`config.mk`:
```
export PLATFORM = sky130hd
export DESIGN_NAME = instr_dispatch
export DESIGN_NICKNAME = d
export VERILOG_FILES = /design/src/rtl/instr_dispatch.sv
export SDC_FILE = /design/constraint.sdc
export NUM_CORES = 1
export LEC_CHECK = 0
export CORE_ASPECT_RATIO = 0.6
export CORE_UTILIZATION = 40
export CTS_BUF_LIST = sky130_fd_sc_hd__clkbuf_4
export DETAILED_ROUTE_END_ITERATION = 8
export GPL_TIMING_DRIVEN = 0
export PLACE_DENSITY = 0.81
export SLEW_MARGIN = 20
export SYNTH_ARGS = -nofsm -noshare
export SYNTH_HDL_FRONTEND = slang
export SYNTH_SLANG_ARGS = --single-unit
```
`constraint.sdc`:
```
create_clock -name clk -period 2.2 [get_ports clk]
set_input_delay 0.44 -clock clk [delete_from_list [all_inputs] [get_ports clk]]
set_output_delay 0.44 -clock clk [all_outputs]
set_load 0.005 [all_outputs]
```
`src/rtl/instr_dispatch.sv`:
```
//------------------------------------------------------------------------------
// Module      : instr_dispatch
// Description : Pops 80-bit instructions from the instruction FIFO, decodes the
//               opcode and hands each one to the weight, matmul or activation
//               unit over valid/ready; executes NOP, SYNC and HALT itself.
//               Optional retired-instruction counter: INSTR_DISPATCH_RETIRE_COUNT_EN
// Revision    : 1.0 - initial release
//------------------------------------------------------------------------------
`default_nettype none

module instr_dispatch #(
  parameter int INSTR_WIDTH = 80
) (
  input  logic                   clk,
  input  logic                   rst,
  input  logic [INSTR_WIDTH-1:0] fifo_data,
  input  logic                   fifo_empty,
  output logic                   fifo_next_en,
  output logic [INSTR_WIDTH-1:0] instr_out,
  output logic                   weight_valid,
  output logic                   matmul_valid,
  output logic                   act_valid,
  input  logic                   weight_ready,
  input  logic                   matmul_ready,
  input  logic                   act_ready,
  input  logic                   weight_busy,
  input  logic                   matmul_busy,
  input  logic                   act_busy,
  output logic                   sync_wait,
  output logic                   halted,
  output logic                   illegal_instr
`ifdef INSTR_DISPATCH_RETIRE_COUNT_EN
  ,
  output logic [31:0]            retired_count
`endif
);

  typedef enum logic [1:0] {
    ST_IDLE     = 2'd0,
    ST_DISPATCH = 2'd1,
    ST_SYNC     = 2'd2,
    ST_HALTED   = 2'd3
  } state_e;

  typedef enum logic [2:0] {
    CLS_NOP     = 3'd0,
    CLS_SYNC    = 3'd1,
    CLS_HALT    = 3'd2,
    CLS_WEIGHT  = 3'd3,
    CLS_MATMUL  = 3'd4,
    CLS_ACT     = 3'd5,
    CLS_ILLEGAL = 3'd6
  } cls_e;

  function automatic cls_e decode(input logic [7:0] op);
    cls_e c;
    c = CLS_ILLEGAL;
    if (op == 8'h00) begin
      c = CLS_NOP;
    end else if (op == 8'h01) begin
      c = CLS_SYNC;
    end else if (op == 8'hFF) begin
      c = CLS_HALT;
    end else begin
      case (op[7:5])
        3'b001:  c = CLS_WEIGHT;
        3'b010:  c = CLS_MATMUL;
        3'b100:  c = CLS_ACT;
        default: c = CLS_ILLEGAL;
      endcase
    end
    return c;
  endfunction

  state_e                 state_q;
  logic [INSTR_WIDTH-1:0] instr_q;
  logic                   weight_valid_q;
  logic                   matmul_valid_q;
  logic                   act_valid_q;
  logic                   illegal_q;
  logic                   halted_q;

  cls_e   cur_cls;
  cls_e   new_cls;
  state_e load_state;
  logic   accept;
  logic   disp_done;
  logic   any_busy;
  logic   pop;

  always_comb begin
    cur_cls    = decode(instr_q[7:0]);
    new_cls    = decode(fifo_data[7:0]);
    accept     = (weight_valid_q & weight_ready) |
                 (matmul_valid_q & matmul_ready) |
                 (act_valid_q    & act_ready);
    disp_done  = accept || (cur_cls == CLS_NOP) || (cur_cls == CLS_ILLEGAL);
    any_busy   = weight_busy | matmul_busy | act_busy;
    // A latched SYNC goes straight to the wait state so sync_wait rises one cycle after the pop.
    load_state = (new_cls == CLS_SYNC) ? ST_SYNC : ST_DISPATCH;
    pop        = 1'b0;
    if (!rst && !fifo_empty) begin
      if (state_q == ST_IDLE) begin
        pop = 1'b1;
      end else if (state_q == ST_DISPATCH && disp_done) begin
        pop = 1'b1;
      end
    end
  end

  always_ff @(posedge clk) begin
    if (rst) begin
      state_q        <= ST_IDLE;
      instr_q        <= '0;
      weight_valid_q <= 1'b0;
      matmul_valid_q <= 1'b0;
      act_valid_q    <= 1'b0;
      illegal_q      <= 1'b0;
      halted_q       <= 1'b0;
    end else begin
      illegal_q <= 1'b0;
      case (state_q)
        ST_DISPATCH: begin
          if (cur_cls == CLS_HALT) begin
            state_q  <= ST_HALTED;
            halted_q <= 1'b1;
          end else if (cur_cls == CLS_SYNC) begin
            state_q <= ST_SYNC;
          end else if (disp_done) begin
            weight_valid_q <= 1'b0;
            matmul_valid_q <= 1'b0;
            act_valid_q    <= 1'b0;
            state_q        <= ST_IDLE;
          end
        end
        ST_SYNC: begin
          if (!any_busy) begin
            state_q <= ST_IDLE;
          end
        end
        default: begin
        end
      endcase
      // Refill overrides the retire path above when the FIFO has another entry.
      if (pop) begin
        instr_q        <= fifo_data;
        state_q        <= load_state;
        weight_valid_q <= (new_cls == CLS_WEIGHT);
        matmul_valid_q <= (new_cls == CLS_MATMUL);
        act_valid_q    <= (new_cls == CLS_ACT);
        illegal_q      <= (new_cls == CLS_ILLEGAL);
      end
    end
  end

  // Strobes are masked during reset so a dropped handshake never leaks out.
  assign fifo_next_en  = pop;
  assign instr_out     = instr_q;
  assign weight_valid  = weight_valid_q & ~rst;
  assign matmul_valid  = matmul_valid_q & ~rst;
  assign act_valid     = act_valid_q    & ~rst;
  assign illegal_instr = illegal_q      & ~rst;
  assign sync_wait     = (state_q == ST_SYNC);
  assign halted        = halted_q;

`ifdef INSTR_DISPATCH_RETIRE_COUNT_EN
  logic        retire;
  logic [31:0] retired_count_q;

  always_comb begin
    retire = 1'b0;
    if (state_q == ST_DISPATCH) begin
      retire = accept || (cur_cls == CLS_NOP) || (cur_cls == CLS_HALT);
    end else if (state_q == ST_SYNC) begin
      retire = !any_busy;
    end
  end

  always_ff @(posedge clk) begin
    if (rst) begin
      retired_count_q <= '0;
    end else if (retire) begin
      retired_count_q <= retired_count_q + 32'd1;
    end
  end

  assign retired_count = retired_count_q;
`endif

endmodule

`default_nettype wire
```
# [Word-level counts from Yosys, hierarchy flattened]
# Cells that the tools add are included.
[word_totals] reg_bits=87 out_inout_bits=87 in_bits=89 word_cells=86
[classes] n_mux=25 bitwise_logic=13 eq_ne=24 n_reduce_logical=17
[ops] op="== test 3 bit (second input constant)" count=6
[ops] op="two-way mux 3 bit" count=6
[ops] op="case mux 3 bit (3 select lines)" count=2
[ops] op="== test 8 x 1 -> 1 bit (second input constant)" count=2
[ops] op="== test 8 bit (second input constant)" count=2
[ops] op="zero test 8 bit" count=2
[ops] op="== test 3 x 1 -> 1 bit (second input constant)" count=4
[ops] op="== test 3 x 2 -> 1 bit (second input constant)" count=4
[ops] op="two-way mux 2 bit" count=6
[ops] op="two-way mux 1 bit" count=10
[ops] op="AND 1 bit" count=7
[ops] op="inequality test 5 x 3 -> 1 bit (second input constant)" count=1
[ops] op="inequality test 2 bit (second input constant)" count=2
[ops] op="OR 1 bit" count=4
[ops] op="case mux 2 bit (2 select lines)" count=1
[ops] op="AND reduction 4 bit" count=1
[ops] op="nonzero test 2 bit" count=2
[ops] op="zero test 3 bit" count=1
[ops] op="inequality test 3 bit (second input constant)" count=1
[ops] op="AND reduction 3 bit" count=1
[ops] op="nonzero test 3 bit" count=1
[ops] op="== test 2 x 1 -> 1 bit (second input constant)" count=1
[ops] op="== test 2 bit (second input constant)" count=1
[ops] op="logical AND 1 bit" count=2
[ops] op="6 further kinds" count=9

# [Logic depth before layout (Yosys ltp)]
# Gate-level depths: netlist (run 1).
[depth] word_depth=14 mapped_depth=7 mapped_depth_nobuf=6

# [Worst setup path after synthesis (run 1)]
# OpenSTA, ideal clock, no wires.
[synth_timing] path_kind="reg-to-output" from="reg instr_q[6], in the netlist instr_out[6]" to="out fifo_next_en" setup_slack_ns=0.194 stages_incl_launch_ff=7 arrival_ns=1.566 path_buffers=1 required_time_ns=1.760 cell_sequence="dfxtp_1 > xor2_1 > o21a_1 > o311ai_4 > nand2_2 > inv_2 > buf_2"
[synth_between] elab_chain_len=12 word_cells_on_any_way=18 classes_between="eq/ne (6); mux (7); reduce/logical (5)"
[synth_rtl] element="start: declaration" line="76" text="logic [INSTR_WIDTH-1:0] instr_q;"
[synth_rtl] element="start signal: assignment" line="146" text="instr_q <= fifo_data;"
[synth_rtl] element="== test 3 bit, or another cell as far along" line="65" text="case (op[7:5])"
[synth_rtl] element="case mux 3 bit (3 select lines)" line="65"
[synth_rtl] element="two-way mux 3 bit" line="62" text="end else if (op == 8'hFF) begin"
[synth_rtl] element="two-way mux 3 bit" line="60" text="end else if (op == 8'h01) begin"
[synth_rtl] element="two-way mux 3 bit *" line="58" text="if (op == 8'h00) begin"
[synth_rtl] element="zero test 3 bit" line="97" text="disp_done = accept || (cur_cls == CLS_NOP) || (cur_cls == CLS_ILLEGAL);"
[synth_rtl] element="logical OR 1 bit" line="97"
[synth_rtl] element="logical OR 1 bit *" line="97"
[synth_rtl] element="logical AND 1 bit *" line="105" text="end else if (state_q == ST_DISPATCH && disp_done) begin"
[synth_rtl] element="two-way mux 1 bit *" line="105"
[synth_rtl] element="two-way mux 1 bit *" line="103" text="if (state_q == ST_IDLE) begin"
[synth_rtl] element="two-way mux 1 bit *" line="102" text="if (!rst && !fifo_empty) begin"
[synth_rtl] element="end: declaration" line="18" text="output logic fifo_next_en,"
# Every way passes the cells marked *; elsewhere a longest branch is shown, timed or not.

# [Final worst setup path (run 1)]
[layout_timing] from="reg instr_q[7], in the netlist instr_out[7]" to="out fifo_next_en"
# Same word-level chain as after synthesis.

==> results.yml, run 1 <==
outcome:
  run_status: "complete, but fails checks"
  failed_checks: "negative setup slack"
logic_synthesis:
  synth.yosys.seq_area_share_pct: 51.1
  synth_enable_flop_cells: 0
  synth_area_um2: 3410
  most_used_dff_post_synth: "dfxtp_1"
  yosysWarningCount: 0
  synth.top_cells.by_area: "dfxtp_1 51%, nand3_1 12%, o21ai_1 12%"
  postSynthCellCount: 427
  synth_largest_area_cell: "dfxtp_1"
  yosysTopAreaCellShare_pct: 51.1
  fraction_of_registers_with_async_set_or_reset_after_synthesis_pct: 0
  synth.net_count: 516
  synth_seq_cells: 87
  netlist-cell-type-count: 35
  avgSynthCellArea_um2: 7.98
detailed_routing:
  post_drt_wl_per_cell_um: 14.9
  wl_met1_mm: 4.86
  drt_pre_antenna_iters: 5
  drt_iter0_drc: 296
  detail_route.wirelength_mm: 10.9
  maxUsedRoutingLayer: "met4"
  routed_via_density: 5.27
  met3RoutedLength_mm: 1.18
  drt_drc_violations_left: 0
  drt.antenna.violating_nets: 0
  routed_met2_length_mm: 4.78
  vias: 3851
clock_network:
  max-clock-path-buffers: 2
  cts_root_buf: "clkbuf_4"
  cts_max_level: 3
  cts.sink_count: 87
  clock_tree_from_tritoncts: "yes"
  clk_pin_slew_worst_paths_ps: 140
  numCtsBuffers: 9
  clock_insertion_delay_worst_skew_ps: 440
die:
  initial_core_utilization_pct: 42.2
  io_pins: 176
  fp-row-count: 25
  core_area_um2: 8070
  die_area_um2: 8900
  floorplan.die.height_um: 73.5
  chipWidth_um: 121
finish:
  diodes: 0
  layout.filler_cells: 668
  fin_nets: 707
  layout-area-overhead-vs-synth_pct: 61.4
  final_core_utilization_pct: 68.1
  post_route_cells_drive_above_1_share_pct: 7.70
global_route:
  grt_max_degree: 18
  grt_pass1_wl_mm: 16.4
  gr-total-overflow: 0
  grt_antenna_before_repair: 0
  globalRouteTotalUtil_pct: 24.0
  number_of_global_route_vias_before_repair: 3427
sta:
  final-max-slew-violation-count: 0
  relSlewSlack_pct: 59.0
  timing.fmax_ghz: 0.439
  fin_crit_sh_pct: 104
  postLayoutSetupSlackWorst_ps: -78.5
  sum_neg_setup_slack_ps: -78.5
  skew_ps: 13.8
  setup_viol: 1
  worstMarginPinSlew_ps: 615
  finalWorstPathRequiredPeriod_ps: 2280
  rsz0062_at_grt: "yes"
  hold_viol_final: 0
power_and_ir_drop:
  power-per-cell-area_nw_per_um2: 606
  totalPowerFinal_mw: 3.33
  power.leakage_nw: 2.01
  ir_drop_v: 0.000354
placed_design:
  worst_slack_placed_ps: -1010
  gp_congestion: 0.832
  detailed_place_hpwl_mm: 7.94
  buffer_ports.inserted: 174
setup_path:
  worstSetupPathType: "reg -> out"
  arrival_ps: 1840
  timing.critical_path.fanout_max: 6
  crit_path_end_kind: "primary output"
  endpoint_required_time_on_the_critical_path_ps: 1760
  critical_path.startpoint_type: "register"
job:
  maxCapViolCount: 0
worst_hold_path:
  min-delay-path-class: "in -> reg"
## placed cells by master (no fill, tap or decap), drive strengths merged, types with 5 or more instances in the layout
cell type	Yosys	layout
clkdlybuf4s50	0	169
o21ai	89	89
dfxtp	87	87
nand3	83	83
nand2	83	83
clkbuf	25	35
buf	9	17
inv	6	6
clkinv	0	5
nor2	5	5
## flip-flops by register name, indices dropped and copies added, names as in the netlist
register,cells
weight_valid_q,1
halted,1
matmul_valid_q,1
illegal_q,1
state_q,2
instr_out,80
act_valid_q,1
## layer usage
layer	track usage (%)	up-vias
met5	0	-
met4	6.31	0
met3	9.94	11
met2	37.7	178
met1	30.5	1787
li1	-	1875
## layout make-up
cell class	instances	area, um2	area share, %
inverter	6	30.0	0.546
multi-input combinational	300	1540	27.9
buffer	33	134	2.44
clock buffer	11	82.6	1.50
clock inverter	5	25.0	0.455
timing repair buffer	181	1810	32.8
sequential	87	1750	31.8
tap	108	135	2.46
## cell usage after synthesis, types with 4 or more instances
| library cell | count |
|---|---|
| inv_1 | 4 |
| nor3_1 | 4 |
| nand3_1 | 83 |
| nand4_1 | 4 |
| clkbuf_1 | 25 |
| o21ai_0 | 8 |
| nor2b_1 | 4 |
| nor2_1 | 5 |
| o21ai_1 | 81 |
| buf_2 | 8 |
| a21oi_1 | 4 |
| nand2_1 | 82 |
| dfxtp_1 | 87 |
## critical path, cell delays in order, from the launching register on
cell      delay, ps
dfxtp_4         390
xor2_1          160
o21a_2          240
o311ai_4        280
nand2_2         150
inv_8            90
buf_6            80
## report_power, final
group          total, mW  internal [mW]  switching, mW  leakage, nW
Combinational      0.757          0.454          0.304         1.23
Sequential          1.78           1.70         0.0781        0.718
Clock              0.793          0.249          0.544       0.0702
## worst paths after layout
kind                                            startpoint                          to  slack (ps)  cells past startpoint
worst max-delay path             instr_out[7]$_SDFFE_PP0P_                fifo_next_en         -80                      6
worst min-delay path                          fifo_data[7]   instr_out[7]$_SDFFE_PP0P_         400                      3
worst max register to register   instr_out[7]$_SDFFE_PP0P_   instr_out[5]$_SDFFE_PP0P_         110                      8
worst min register to register  instr_out[23]$_SDFFE_PP0P_  instr_out[23]$_SDFFE_PP0P_         450                      2
## what timing repair did
item / in CTS / in global routing
hold buffers: 0 / 0
setup buffers: 6 / 1
cloned: 0 / 0
pin swaps: 5 / 5
setup endpoints to repair: 81 / 25
gates resized for setup: 14 / 13
endpoints found under the hold margin: 0 / 0
## cells by family after synthesis
family                 Yosys count  share of synthesized area [%]
AO/OA/AOI/OAI                  106                           17.5
buffers and inverters           40                           4.70
AND/OR/NAND/NOR                192                           26.2
XOR/XNOR                         2                          0.514
flip-flops                      87                           51.1
## per-stage QoR
step / instance area (um2) / instances / hold slack, ps
floorplan: 3410 / 427 / 445
global placement: 5280 / 709 / 435
detailed placement: 5280 / 709 / 440
CTS: 5460 / 730 / 382
global route: 5500 / 731 / 404
finish: 5500 / 731 / 400
Note: power is estimated with default switching activity, not from simulation.
==> inputs of run 2 (changes only) <==
Settings changed: CORE_UTILIZATION 40 to 37, CTS_CLUSTER_SIZE set to 24, PLACE_DENSITY 0.81 to 0.79.
Clock period 2.2 ns to 1.9 ns, I/O delays scaled along.
==> results.yml, run 2 (same netlist as run 1, synthesis figures left out) <==
finish:
  post_route_cells_drive_above_1_share_pct: 11.1
  final_common_cell: "clkdlybuf4s50_1"
  fin_area_um2: 5700
  fin_nets: 712
  largest_register_ff_count: 80
  final_cell_count_no_fill: 741
  layout_common_cells: "168 x clkdlybuf4s50_1, 83 x nand3_1, 83 x o21ai_1"
  layout-area-overhead-vs-synth_pct: 67.3
global_route:
  grt_max_degree: 15
  globalRouteTotalUtil_pct: 23.7
  number_of_global_route_vias_before_repair: 3671
  gr-total-overflow: 0
  grt_pass1_wl_mm: 17.9
  grt_antenna_before_repair: 0
clock_network:
  clock_tree_from_tritoncts: "yes"
  numCtsBuffers: 9
  cts_max_level: 3
  max-clock-path-buffers: 2
  clk_pin_slew_worst_paths_ps: 120
  clock_insertion_delay_worst_skew_ps: 450
  cts_hold_repair.buffers: 0
  cts_root_buf: "clkbuf_4"
  cts.sink_count: 87
sta:
  rsz0062_at_grt: "yes"
  fin_crit_sh_pct: 123
  setup_viol: 2
  hold_ws_ps: 361
  hold_viol_final: 0
  final-max-slew-violation-count: 0
  timing.fmax_ghz: 0.428
  relSlewSlack_pct: 64.3
  skew_ps: 14.5
  finalWorstPathRequiredPeriod_ps: 2340
  postLayoutSetupSlackWorst_ps: -439
  worstMarginPinSlew_ps: 535
placed_design:
  buffer_ports.inserted: 174
  placedCellCount: 713
  dpl-instance-area_um2: 5290
  detailed_place_hpwl_mm: 8.21
  gp_congestion: 0.798
setup_path:
  worstPathCellList: "clkdlybuf4s50_1, a22o_1, a211oi_4, o311ai_4, nand2_2, inv_4, buf_6, buf_6"
  critical_path.n_buffers_inverters: 4
  arrival_ps: 1960
  crit_top_cell: "buf_6"
  crit_slowest_cell: "clkdlybuf4s50_1"
  endpoint_required_time_on_the_critical_path_ps: 1520
  kind_of_cell_adding_the_most_delay_to_the_critical_path: "compound AO/OA/AOI/OAI gates"
  worstSetupPathType: "in -> out"
  crit_path_end_kind: "primary output"
  critical-path-max-stage-delay_ps: 410
  critical_path.startpoint_type: "input port"
  timing.critical_path.fanout_max: 3
detailed_routing:
  routed_via_density: 5.17
  vias: 3833
  post_drt_wl_per_cell_um: 15.2
  drt.antenna.violating_nets: 0
  drt_pre_antenna_iters: 5
  drt_iter0_drc: 244
  detail_route.wirelength_mm: 11.3
  drt_drc_violations_left: 0
power_and_ir_drop:
  ir_drop_v: 0.000403
  power-per-cell-area_nw_per_um2: 730
  totalPowerFinal_mw: 4.16
  power.leakage_nw: 2.13
die:
  floorplan.die.height_um: 76.3
  core_area_um2: 8720
  chipWidth_um: 126
  fp-row-count: 26
  io_pins: 176
  die_area_um2: 9610
  initial_core_utilization_pct: 39.1
outcome:
  failed_checks: "negative setup slack"
  run_status: "complete, but fails checks"
worst_hold_path:
  min-delay-path-class: "in -> reg"
job:
  maxCapViolCount: 0
## run 2: path summary, 6_finish.rpt
path / slack [ps] / to / start / cells after the start
min: 360 / halted$_SDFFE_PP0P_ / rst / 2
min reg2reg: 450 / instr_out[48]$_SDFFE_PP0P_ / instr_out[48]$_SDFFE_PP0P_ / 2
max: -440 / fifo_next_en / matmul_ready / 8
max reg2reg: -340 / state_q[1]$_SDFFE_PP0P_ / instr_out[6]$_SDFFE_PP0P_ / 7
## run 2: worst reg2reg max path, delay by kind of cell, from the launching register on
family	cells	cell delay [ps]
AOI/OAI and AO/OA	3	920
DFF	1	390
and+or+nand+nor	1	390
buffers and inverters	2	260
xor gates and xnor gates	1	180
## run 2: cell type report
| cell class | instances | area (um2) |
|---|---|---|
| fill | 719 | 3020 |
| clock buffer | 10 | 75.1 |
| inverter | 6 | 25.0 |
| buffer | 34 | 238 |
| sequential | 87 | 1750 |
| antenna | 1 | 2.50 |
| clock inverter | 6 | 85.1 |
| multi-input combinational | 300 | 1550 |
| tap | 112 | 140 |
| timing repair buffer | 185 | 1830 |
## run 2: power breakdown
part / internal (mW) / switching (mW)
clock: 0.544 / 0.633
combinational: 0.556 / 0.364
sequential: 1.97 / 0.0912
## run 2: through the flow
stage | setup TNS (ps) | worst slack (ps) | utilization (%)
3_3_place_gp | -45190 | -1140 | 60.7
6_report | -777 | -439 | 65.4
4_1_cts | -5900 | -476 | 63.6
2_1_floorplan | 0 | 25.5 | -
3_5_place_dp | -56100 | -1260 | 60.7
5_1_grt | -7850 | -576 | 65.3
## run 2: per-layer routing
layer  routed length, um  global-route usage (%)
met1                4820                    28.0
met2                5030                    38.5
met3                1250                    10.5
met4                 175                    7.35
met5                   0                       0
## run 2: what timing repair did
item,CTS,global route
endpoints found under the setup margin,91,90
gates resized for setup,25,77
pin swaps,3,3
setup buffers,8,3
cloned,0,0
==> patch 1: new RTL, flow settings as in run 2 <==
Re-encode `state_e` (4 states) as one-hot, 4 bits wide.
--- a/src/rtl/instr_dispatch.sv
+++ b/src/rtl/instr_dispatch.sv
@@ -36,9 +36,9 @@
 );
 
-  typedef enum logic [1:0] {
-    ST_IDLE     = 2'd0,
-    ST_DISPATCH = 2'd1,
-    ST_SYNC     = 2'd2,
-    ST_HALTED   = 2'd3
+  typedef enum logic [3:0] {
+    ST_IDLE     = 4'b0001,
+    ST_DISPATCH = 4'b0010,
+    ST_SYNC     = 4'b0100,
+    ST_HALTED   = 4'b1000
   } state_e;
 
Function: no difference found for any inputs over 10 cycles, from zero or initial values and one cycle with rst high; not proved beyond that.
==> patch 1 against run 2 <==
The run still ends with setup timing left. Wire length decreased by 3.1%. Setup slack got worse by 0.42 ns. Design area increased by 12%. Sequential cell count increased by 2. Die area increased by 9.6%. Count of clock-buffer cells in the layout unchanged. Synthesized area increased by 9.8%. Final cell count decreased by 8.8%. Sequential share of layout area decreased by 2.4 points. Synthesized cell count decreased by 22%. Register-to-register slack got worse by 0.33 ns. First-iteration DRC count decreased by 25%. Critical path type is now flop to output pin. Highest routed layer unchanged.
Power is not compared: it rests on default switching activity, and its combinational part moved more than twofold at a synthesized area within 25%.
==> patch 1: results (changes against run 2) <==
router iterations before antenna repair=4 (-1); fin worst setup slack=-0.859 ns (-0.420 ns); Placed Area=5640 µm² (+6.6%); violated checks=setup timing; Worst slew margin=0.467 (-0.176); RD Place Congestion=0.887 (+11%); syn nets=423 (-18%); status=finished, violations left; aggregate negative setup slack=-54.03 ns (-53.26 ns); Synth top cells by count=dfxtp_1 (89), nor2b_1 (84), mux2_2 (79); # setup viols final=89 (+87); critical path arrival=2.38 ns (+0.42 ns); top post-synthesis cells by area=dfxtp_1 (48%), mux2_2 (24%), nor2b_1 (14%); WL met1=4780 µm (-0.91%); crit path max fanout=2 (-1); Met2 Routed Length=4880 µm (-2.9%); Vias/cell=4.82 (-6.8%); IO buf count=173 (-0.57%); gr usage total=0.209 (-0.0273); Synth cell types=34 (-2.9%); initial drt markers=184 (-25%); # fillers=734 (+2.1%); Routed WL per cell=16.2 µm (+6.2%); share of layout cells above drive strength 1=0.282 (+0.171); # diodes=0 (-1); DP HPWL=7650 µm (-6.9%); clock latency on the worst-skew pair=0.43 ns (-0.02 ns); Layout Nets=631 (-11%); Layout Skew=0.0143 ns (-0.000205 ns); wire length on met3=1160 µm (-7.3%)
-- patch 1: cell types whose count changed after synthesis, moves of 4 or more --
cell	run 2	this run
nand2_1	82	1
o21ai_1	81	0
nand3_1	83	3
nor2b_1	4	84
mux2_2	0	79
clkbuf_1	25	12
nor4_1	0	4
-- patch 1: logic make-up after synthesis --
| logic type | share of synthesized area |
|---|---|
| flip-flops | 0.476 |
| multiplexers | 0.246 |
| buffers and inverters | 0.0325 |
| AND/OR/NAND/NOR | 0.194 |
| AO/OA/AOI/OAI | 0.0445 |
| XOR/XNOR | 0.00703 |
-- patch 1: worst max-delay path: stages (launching register included) --
cell      delay, ns
dfxtp_4        0.37
or4_4          0.54
buf_6          0.14
o21a_1         0.19
o311ai_1       0.08
and3_1         0.25
buf_6          0.13
buf_12         0.10
buf_8          0.09
buf_6          0.08
-- patch 1: path summary, 6_finish.rpt --
check	startpoint	endpoint	slack (ns)	cells after the start
worst max register to register	instr_out[6]$_SDFFE_PP0P_	instr_out[42]$_SDFFE_PP0P_	-0.67	10
worst min register to register	halted$_SDFFE_PP0P_	halted$_SDFFE_PP0P_	0.49	2
worst max-delay path	instr_out[6]$_SDFFE_PP0P_	fifo_next_en	-0.86	9
worst min-delay path	fifo_data[7]	weight_valid_q$_SDFFE_PP0P_	0.45	3
-- patch 1: area by class of cell --
cell class                 count  area [µm²]  share of cell area
multi-input combinational    221        1880               0.295
tap                          130         163              0.0256
buffer                        21         233              0.0366
clock inverter                 5         105              0.0165
clock buffer                  10        75.1              0.0118
inverter                       2        7.51             0.00118
timing repair buffer         198        2100               0.330
sequential                    89        1800               0.283
-- patch 1: what timing repair did --
action / CTS / global route
buffers inserted: 13 / 4
pin swaps: 6 / 5
endpoints found under the hold margin: 0 / 0
gates cloned: 1 / 8
setup endpoints to repair: 95 / 95
resized for setup: 47 / 28
-- patch 1: through the flow --
step	setup slack (ns)	instances
after floorplan	-0.220	334
after global placement	-1.13	637
after detailed placement	-1.15	637
after CTS	-0.954	665
after global routing	-0.920	676
final	-0.859	676
-- patch 1: per-layer routing --
| metal | track usage | vias to the layer above |
|---|---|---|
| li1 | - | 1571 |
| met1 | 0.253 | 1534 |
| met2 | 0.338 | 143 |
| met3 | 0.0946 | 12 |
| met4 | 0.0581 | 0 |
| met5 | 0 | - |
-- patch 1: power breakdown --
group	switching, mW	leakage [nW]	total, mW	internal, mW
combinational	0.786	1.70	2.54	1.75
clock	0.632	0.0887	1.31	0.674
sequential	0.200	0.736	2.45	2.25
==> patch 2: new RTL, settings of run 2 <==
Made on the original files. Add a define of `INSTR_DISPATCH_RETIRE_COUNT_EN`.
--- a/src/rtl/instr_dispatch.sv
+++ b/src/rtl/instr_dispatch.sv
@@ -8,4 +8,6 @@
 //------------------------------------------------------------------------------
 `default_nettype none
+
+`define INSTR_DISPATCH_RETIRE_COUNT_EN
 
 module instr_dispatch #(
Formal check against the unedited RTL (old outputs only; new: retired_count): equivalent (equiv_simple and equiv_induct, registers matched by name and starting in step).
==> patch 2 against run 2 <==
The run still ends with setup timing left. Final cell count is 39% higher. Total power grew 32%. Design area increased by 43%. Combinational power increased by 7.6%. Setup slack got worse by 0.63 ns. Sequential share of layout area down 0.66 points. Synthesized area increased by 42%. Sequential cell count is 32 higher. Via count up 37%. Wire length grew 45%. Critical path type is now flop to output pin. Largest cell class is now multi-input combinational cells. Highest routed layer unchanged.
==> patch 2: results (changes against run 2) <==
CP delay by family, top=simple AND/OR/NAND/NOR gates; crit path max fanout=10 (+7); VDD IR max=0.416 mV (+3.2%); WL met1=7240 µm (+50%); Met2 Routed Length=7450 µm (+48%); Synth top cells by count=nand2_1 (174), dfxtp_1 (119), a21oi_1 (102); worst min path class=input port to flop; post-synthesis sequential area ratio=0.491 (-0.0198); H-tree depth=4 (+1); violated checks=setup timing; slowest cell delay on critical path=0.52 ns (+0.11 ns); wire length on met3=1420 µm (+14%); Synth cell types=45 (+29%); gr usage total=0.242 (+0.00549); R2R Setup Slk=-0.64 ns (-0.30 ns); global-route wire length before repair=25300 µm (+42%); Layout Nets=939 (+32%); RD Place Congestion=0.877 (+9.9%); Detailed Route WL=16300 µm (+45%); top post-synthesis cells by area=dfxtp_1 (49%), nand2_1 (13%), a21oi_1 (11%); leakage=2.85 nW (+34%); initial antenna violation count=0 (unchanged); initial drt markers=320 (+31%); syn nets=698 (+35%); share of layout cells above drive strength 1=0.209 (+0.0974); status=finished, violations left; R2R depth=10 (+3); critical path start-end classification=flop to output pin; reg-to-reg critical path startpoint=instr_out[4]$_SDFFE_PP0P_; Critical-path top delay cell=or4_4; pin count of the biggest net entering global routing=17 (+2); GRT met2 Usage=0.385 (-0.000438); # fillers=1053 (+46%); vias in the first global route=4945 (+35%); FF-to-FF End=retired_count[20]$_SDFFE_PP0P_; Worst slew margin=0.492 (-0.151); IO buf count=205 (+18%); routed via count=5234 (+37%); grt met3 use=0.0909 (-0.0144); # diodes=0 (-1); critical path arrival=2.59 ns (+0.63 ns); GR Layer Usage met1=0.308 (+0.0276); Layout Skew=0.0243 ns (+0.00978 ns); aggregate negative setup slack=-55.53 ns (-54.75 ns); fin worst setup slack=-1.07 ns (-0.630 ns); # setup viols final=119 (+117); WHS=0.229 ns (-0.133 ns); clock latency on the worst-skew pair=0.51 ns (+0.06 ns); CTS Buf Count=17 (+8)
[patch 2: changes by cell type in the layout (fill, tap and decap cells not counted), sizes merged, moves of 8 or more]
cell           change
a21oi             +98
nand2             +92
o21ai             -75
nand3             -70
dfxtp             +32
nor2              +28
clkdlybuf4s50     +27
xnor2             +20
clkbuf            +14
inv               +12
nand4             +10
or3                +9
a211oi             +8
[patch 2: worst register-to-register path, cell delays in order (launching register included)]
cell,delay [ns]
dfxtp_2,0.35
or4_4,0.52
buf_4,0.16
o21ai_4,0.14
buf_6,0.11
buf_6,0.11
o21ai_4,0.09
buf_6,0.15
a211o_4,0.35
or3_1,0.34
a21oi_1,0.14
[patch 2: kinds of logic after synthesis]
family / count (synthesis) / share of synthesized area
AND/OR/NAND/NOR: 278 / 0.250
AO/OA/AOI/OAI: 143 / 0.168
flip-flops: 119 / 0.491
buffers and inverters: 46 / 0.0498
XOR/XNOR: 21 / 0.0379
adder cells (fa/ha/maj): 1 / 0.00258
[patch 2: worst min-delay path by stage]
stage                                  to  cells after the start                  startpoint
6_report        instr_out[6]$_SDFFE_PP0P_                      3                fifo_data[6]
3_3_place_gp   instr_out[24]$_SDFFE_PP0P_                      2  instr_out[24]$_SDFFE_PP0P_
2_1_floorplan  instr_out[10]$_SDFFE_PP0P_                      2  instr_out[10]$_SDFFE_PP0P_
3_5_place_dp   instr_out[10]$_SDFFE_PP0P_                      2  instr_out[10]$_SDFFE_PP0P_
5_1_grt         instr_out[6]$_SDFFE_PP0P_                      3                fifo_data[6]
4_1_cts         instr_out[6]$_SDFFE_PP0P_                      3                fifo_data[6]
[patch 2: where the power goes]
group          internal (mW)  switching [mW]  total (mW)
Combinational          0.567           0.423       0.990
Sequential              2.59          0.0670        2.65
Clock                  0.706            1.15        1.86
[patch 2: what timing repair did]
action	4_1_cts	5_1_grt
gates cloned	2	2
setup buffers	10	3
setup endpoints to repair	139	143
pin swaps	17	27
gates resized for setup	99	96
[patch 2: final cells by class]
class | count | area [µm²] | share of cell area
Tap cell | 165 | 206 | 0.0253
Sequential cell | 119 | 2450 | 0.301
Buffer | 37 | 353 | 0.0432
Clock inverter | 15 | 158 | 0.0193
Clock buffer | 17 | 128 | 0.0156
Multi-Input combinational cell | 444 | 2590 | 0.317
Inverter | 9 | 38.8 | 0.00475
Timing Repair Buffer | 221 | 2230 | 0.274
[patch 2: stage by stage]
stage	area, µm²	setup slack (ns)	cells
CTS	7790	-1.15	1022
floorplan	4880	-0.396	608
global route	8160	-1.17	1027
detailed placement	7140	-1.33	978
global placement	7140	-1.36	978
finish	8160	-1.07	1027
